<file path="src/rtl/dt_pkg.sv">
// Shared widths and state encoding for the decision-tree inverse search.
package dt_pkg;

  localparam int DT_IN_W  = 8;
  localparam int DT_OUT_W = 8;

  typedef enum logic [1:0] {IDLE, SCAN, EMIT, DONE} dt_srch_state_t;

endpackage

</file>
<file path="src/rtl/dt_inverse_search.sv">
// Sweeps every classifier input from 0 to max and streams out each candidate
// whose class matches the latched target; reports hit count on completion.
module dt_inverse_search
  import dt_pkg::*;
#(
  parameter int IN_W  = DT_IN_W,
  parameter int OUT_W = DT_OUT_W
) (
  input  logic             clk,
  input  logic             rst,
  input  logic             start_i,
  input  logic [OUT_W-1:0] target_i,
  input  logic             abort_i,
  output logic [IN_W-1:0]  cand_o,
  input  logic [OUT_W-1:0] cand_class_i,
  output logic             hit_valid_o,
  output logic [IN_W-1:0]  hit_data_o,
  input  logic             hit_ready_i,
  output logic             busy_o,
  output logic             done_o,
  output logic [IN_W:0]    count_o,
  output logic             found_o
);

  dt_srch_state_t   state;
  logic [OUT_W-1:0] target;
  logic [IN_W:0]    hits;

  assign busy_o = (state != IDLE);

  always_ff @(posedge clk or posedge rst) begin
    if (rst) begin
      state       <= IDLE;
      target      <= '0;
      hits        <= '0;
      cand_o      <= '0;
      hit_valid_o <= 1'b0;
      hit_data_o  <= '0;
      done_o      <= 1'b0;
      count_o     <= '0;
      found_o     <= 1'b0;
    end else begin
      done_o <= 1'b0;
      // abort outranks start, match and handshake; results stay untouched
      if (abort_i && state != IDLE) begin
        state       <= IDLE;
        hit_valid_o <= 1'b0;
        cand_o      <= '0;
      end else begin
        case (state)
          IDLE: begin
            if (start_i) begin
              target <= target_i;
              cand_o <= '0;
              hits   <= '0;
              state  <= SCAN;
            end
          end
          SCAN: begin
            if (cand_class_i == target) begin
              hit_data_o  <= cand_o;
              hit_valid_o <= 1'b1;
              hits        <= hits + (IN_W+1)'(1);
              state       <= EMIT;
            end else if (&cand_o) begin
              state   <= DONE;
              done_o  <= 1'b1;
              count_o <= hits;
              found_o <= (hits != '0);
            end else begin
              cand_o <= cand_o + IN_W'(1);
            end
          end
          EMIT: begin
            if (hit_ready_i) begin
              hit_valid_o <= 1'b0;
              if (&cand_o) begin
                state   <= DONE;
                done_o  <= 1'b1;
                count_o <= hits;
                found_o <= (hits != '0);
              end else begin
                cand_o <= cand_o + IN_W'(1);
                state  <= SCAN;
              end
            end
          end
          DONE:    state <= IDLE;
          default: state <= IDLE;
        endcase
      end
    end
  end

endmodule

</file>
<file path="config.mk">
export PLATFORM = sky130hd
export DESIGN_NAME = dt_inverse_search
export DESIGN_NICKNAME = d
export VERILOG_FILES = /design/src/rtl/dt_pkg.sv /design/src/rtl/dt_inverse_search.sv
export SDC_FILE = /design/constraint.sdc
export NUM_CORES = 1
export LEC_CHECK = 0
export CAP_MARGIN = 20
export CORE_ASPECT_RATIO = 1.75
export CORE_MARGIN = 2
export CORE_UTILIZATION = 39
export DETAILED_ROUTE_END_ITERATION = 12
export PLACE_DENSITY = 0.66
export REMOVE_ABC_BUFFERS = 1
export SLEW_MARGIN = 20
export SYNTH_ARGS = -nofsm -noshare
export SYNTH_HDL_FRONTEND = slang
export SYNTH_SLANG_ARGS = --single-unit
export TNS_END_PERCENT = 30
</file>
<file path="constraint.sdc">
create_clock -name clk -period 2.1 [get_ports clk]
set_clock_uncertainty 0.05 [all_clocks]
set_input_delay 0.42 -clock clk [delete_from_list [all_inputs] [get_ports clk]]
set_output_delay 0.42 -clock clk [all_outputs]
set_load 0.05 [all_outputs]
</file>
==> results.json <==
{
  "start_util": 0.397,
  "cts_buffer_depth": 2,
  "wirelength_um": 5840,
  "power_mw": 3.55,
  "die_y_um": 109,
  "grt_usage": 0.169,
  "grt_pass1_vias": 1996,
  "cts_buffers": 5,
  "worst-path-buf-inv": 1,
  "die_x_um": 63.7,
  "diodes": 0,
  "slowest_stage": "clkdlybuf4s50_1",
  "worstMarginPinSlew_ps": 582,
  "min_path_type": "input port to async pin",
  "r2r-start": "state[1]",
  "synthDistinctLibCells": 47,
  "synth_top_area_cell": "dfrtp_1",
  "drtIter0Drc": 113,
  "grt_max_degree": 48,
  "remaining_drc_errors": 0,
  "yosys_warnings": 0,
  "cts_hold_buffers": 0,
  "dp_cells": 366,
  "postRouteAntennaNets": 0,
  "drive_gt1_frac": 0.344,
  "maxSlewViolCount": 0,
  "vias_per_cell": 5.29,
  "post-synth-top-count-cell": "dfrtp_1",
  "crit_chain": "clkdlybuf4s50_1",
  "gr-total-overflow": 0,
  "cts_sinks": 47,
  "setup_slack_ps": 83.2,
  "rsz0062_at_grt": "true",
  "arrival_ps": 1550,
  "cpPeakStageDelay_ps": 830,
  "syn_inst": 214,
  "drtPass1Iterations": 4,
  "worstSkewPairLatency_ps": 290,
  "max-cap-violations": 0,
  "synth_area_mm2": 0.00243,
  "synth_commonest_cells": "dfrtp_1, mux2_2, inv_1",
  "wl_per_cell_um": 15.3,
  "synth-seq-cells": 47,
  "crit_path_max_fanout": 6,
  "die_area_mm2": 0.00692,
  "hold_viol": 0,
  "cts_max_level": 2,
  "grt_pass1_wl_um": 9340,
  "seq_area_frac_synth": 0.483,
  "antenna_found_initial": 0,
  "yosysTopAreaCellShare": 0.483,
  "critPathLaunchType": "register",
  "async_reset_ff_frac": 1.00,
  "syn_to_final_growth_pct": 48.0,
  "routed-via-count": 2022,
  "crit_path_start": "cand_o[2]",
  "path_clk_slew_ps": 90,
  "place_ws_ps": -399,
  "layout_min_cycle_time_ps": 2020,
  "hpwl_um": 4090,
  "power_leakage_nw": 1.69,
  "place.port_buffers": 49,
  "syn_avg_cell_area_um2": 11.4,
  "critPathCaptureType": "output pin",
  "ys_top_cells_by_area": "dfrtp_1, mux2_2, ha_1",
  "cts_tree": "done",
  "rows": 38,
  "final_cells": 382,
  "crit_family": "buffers and inverters",
  "io_pins": 50,
  "timing.fmax_ghz": 0.496,
  "crit_required_ps": 1630,
  "synth_edf_count": 0,
  "cellPowerDensity_mw_per_mm2": 985,
  "ys.flop_type": "dfrtp_1",
  "worst_slew_margin_rel": 0.610,
  "critPathKind": "register to output pin",
  "num-nets-final": 329,
  "root_buffer": "clkbuf_8",
  "setup-violations-final": 0,
  "core_mm2": 0.00613,
  "place_congestion": 0.832,
  "status": "finished, final reports clean",
  "peakVddDrop_mv": 0.850,
  "fin_crit_sh": 0.960
}
## final cells by class
cell class	instances	area (um2)
Clock buffer	6	72.6
Clock inverter	2	60.1
Fill cell	517	2530
Inverter	14	52.6
Multi-Input combinational cell	145	1260
Sequential cell	47	1180
Tap cell	80	100
Timing Repair Buffer	88	880
## path summary, 6_finish.rpt
check                      slack [ps]         end  depth (start not counted)
setup / recovery                   80   cand_o[2]                          1
hold reg to reg                   460  count_o[1]                          1
min in group clk                  460  count_o[1]                          1
hold / removal                    440  count_o[3]                          3
max in group asynchronous        1340   target[5]                          3
setup reg to reg                  100  count_o[5]                          8
## placed cells by master, fill, tap and decap left out, types with 3 or more instances in the layout
cell type        Yosys  routed
a41o_1               3       3
buf_6                2       3
dlymetal6s2s_1       0      11
or4_1                6       6
nand3_1              3       3
ha_1                 7       4
clkbuf_8             0       5
and3_1               4       4
nand2_1              7       7
dfrtp_1             47      47
xnor2_2              0       3
buf_4                1      35
nand4_1              4       4
clkdlybuf4s50_1      0      34
xnor2_1              8       5
and2_1               3       3
nor2_1               8       7
o31a_1               3       3
mux2_2              27      26
ha_4                 0       3
buf_12               0       4
inv_1               14      10
o21ai_0              9       8
inv_2                0       4
a21oi_1             11      10
o31ai_1              8       7
## sequential cells by signal, indices dropped and copies added (netlist names)
signal	flops
cand_o	8
count_o	9
state	2
hit_data_o	8
hits	9
hit_valid_o	1
done_o	1
target	8
found_o	1
## metal layers
| metal | global-route usage | routed length, um | vias to the layer above |
|---|---|---|---|
| li1 | - | - | 961 |
| met1 | 0.192 | 2220 | 1018 |
| met2 | 0.330 | 3420 | 39 |
| met3 | 0.0250 | 166 | 4 |
| met4 | 0.0357 | 40 | 0 |
| met5 | 0 | 0 | - |
## report_power, final
part / switching (mW) / internal (mW)
clock: 0.301 / 0.476
sequential: 0.0934 / 1.02
combinational: 0.848 / 0.810
total: 1.24 / 2.31
## metrics by stage
stage / utilization / setup TNS [ps] / hold slack [ps] / instance area [um2]
finish: 0.588 / 0 / 435 / 3600
global route: 0.588 / -6.67 / 434 / 3600
CTS: 0.561 / 0 / 452 / 3440
detailed placement: 0.530 / -9620 / 445 / 3250
global placement: 0.530 / -8670 / 440 / 3250
floorplan: - / -4630 / 452 / 2380
## cell families after synthesis
group | after synthesis | synth area share
adder cells (fa/ha/maj) | 7 | 0.0360
AO/OA/AOI/OAI | 48 | 0.135
flip-flops | 47 | 0.483
AND/OR/NAND/NOR | 54 | 0.146
multiplexers | 28 | 0.129
buffers and inverters | 22 | 0.0421
XOR/XNOR | 8 | 0.0288
## worst register-to-register path, cell delays in order, from the launching register on
cell and delay (ps):
dfrtp_1 420, inv_2 130, ha_4 170, mux2i_2 80, buf_4 150, nor4_4 260, buf_4 170, clkbuf_16 140
mux2_2 320
## repair_timing
item,4_1_cts,5_1_grt
buffers inserted,2,6
pin swaps,2,10
endpoints found under the setup margin,10,25
resized for setup,4,37
cloned,1,0
No activity file was read; power rests on OpenSTA's default activity.
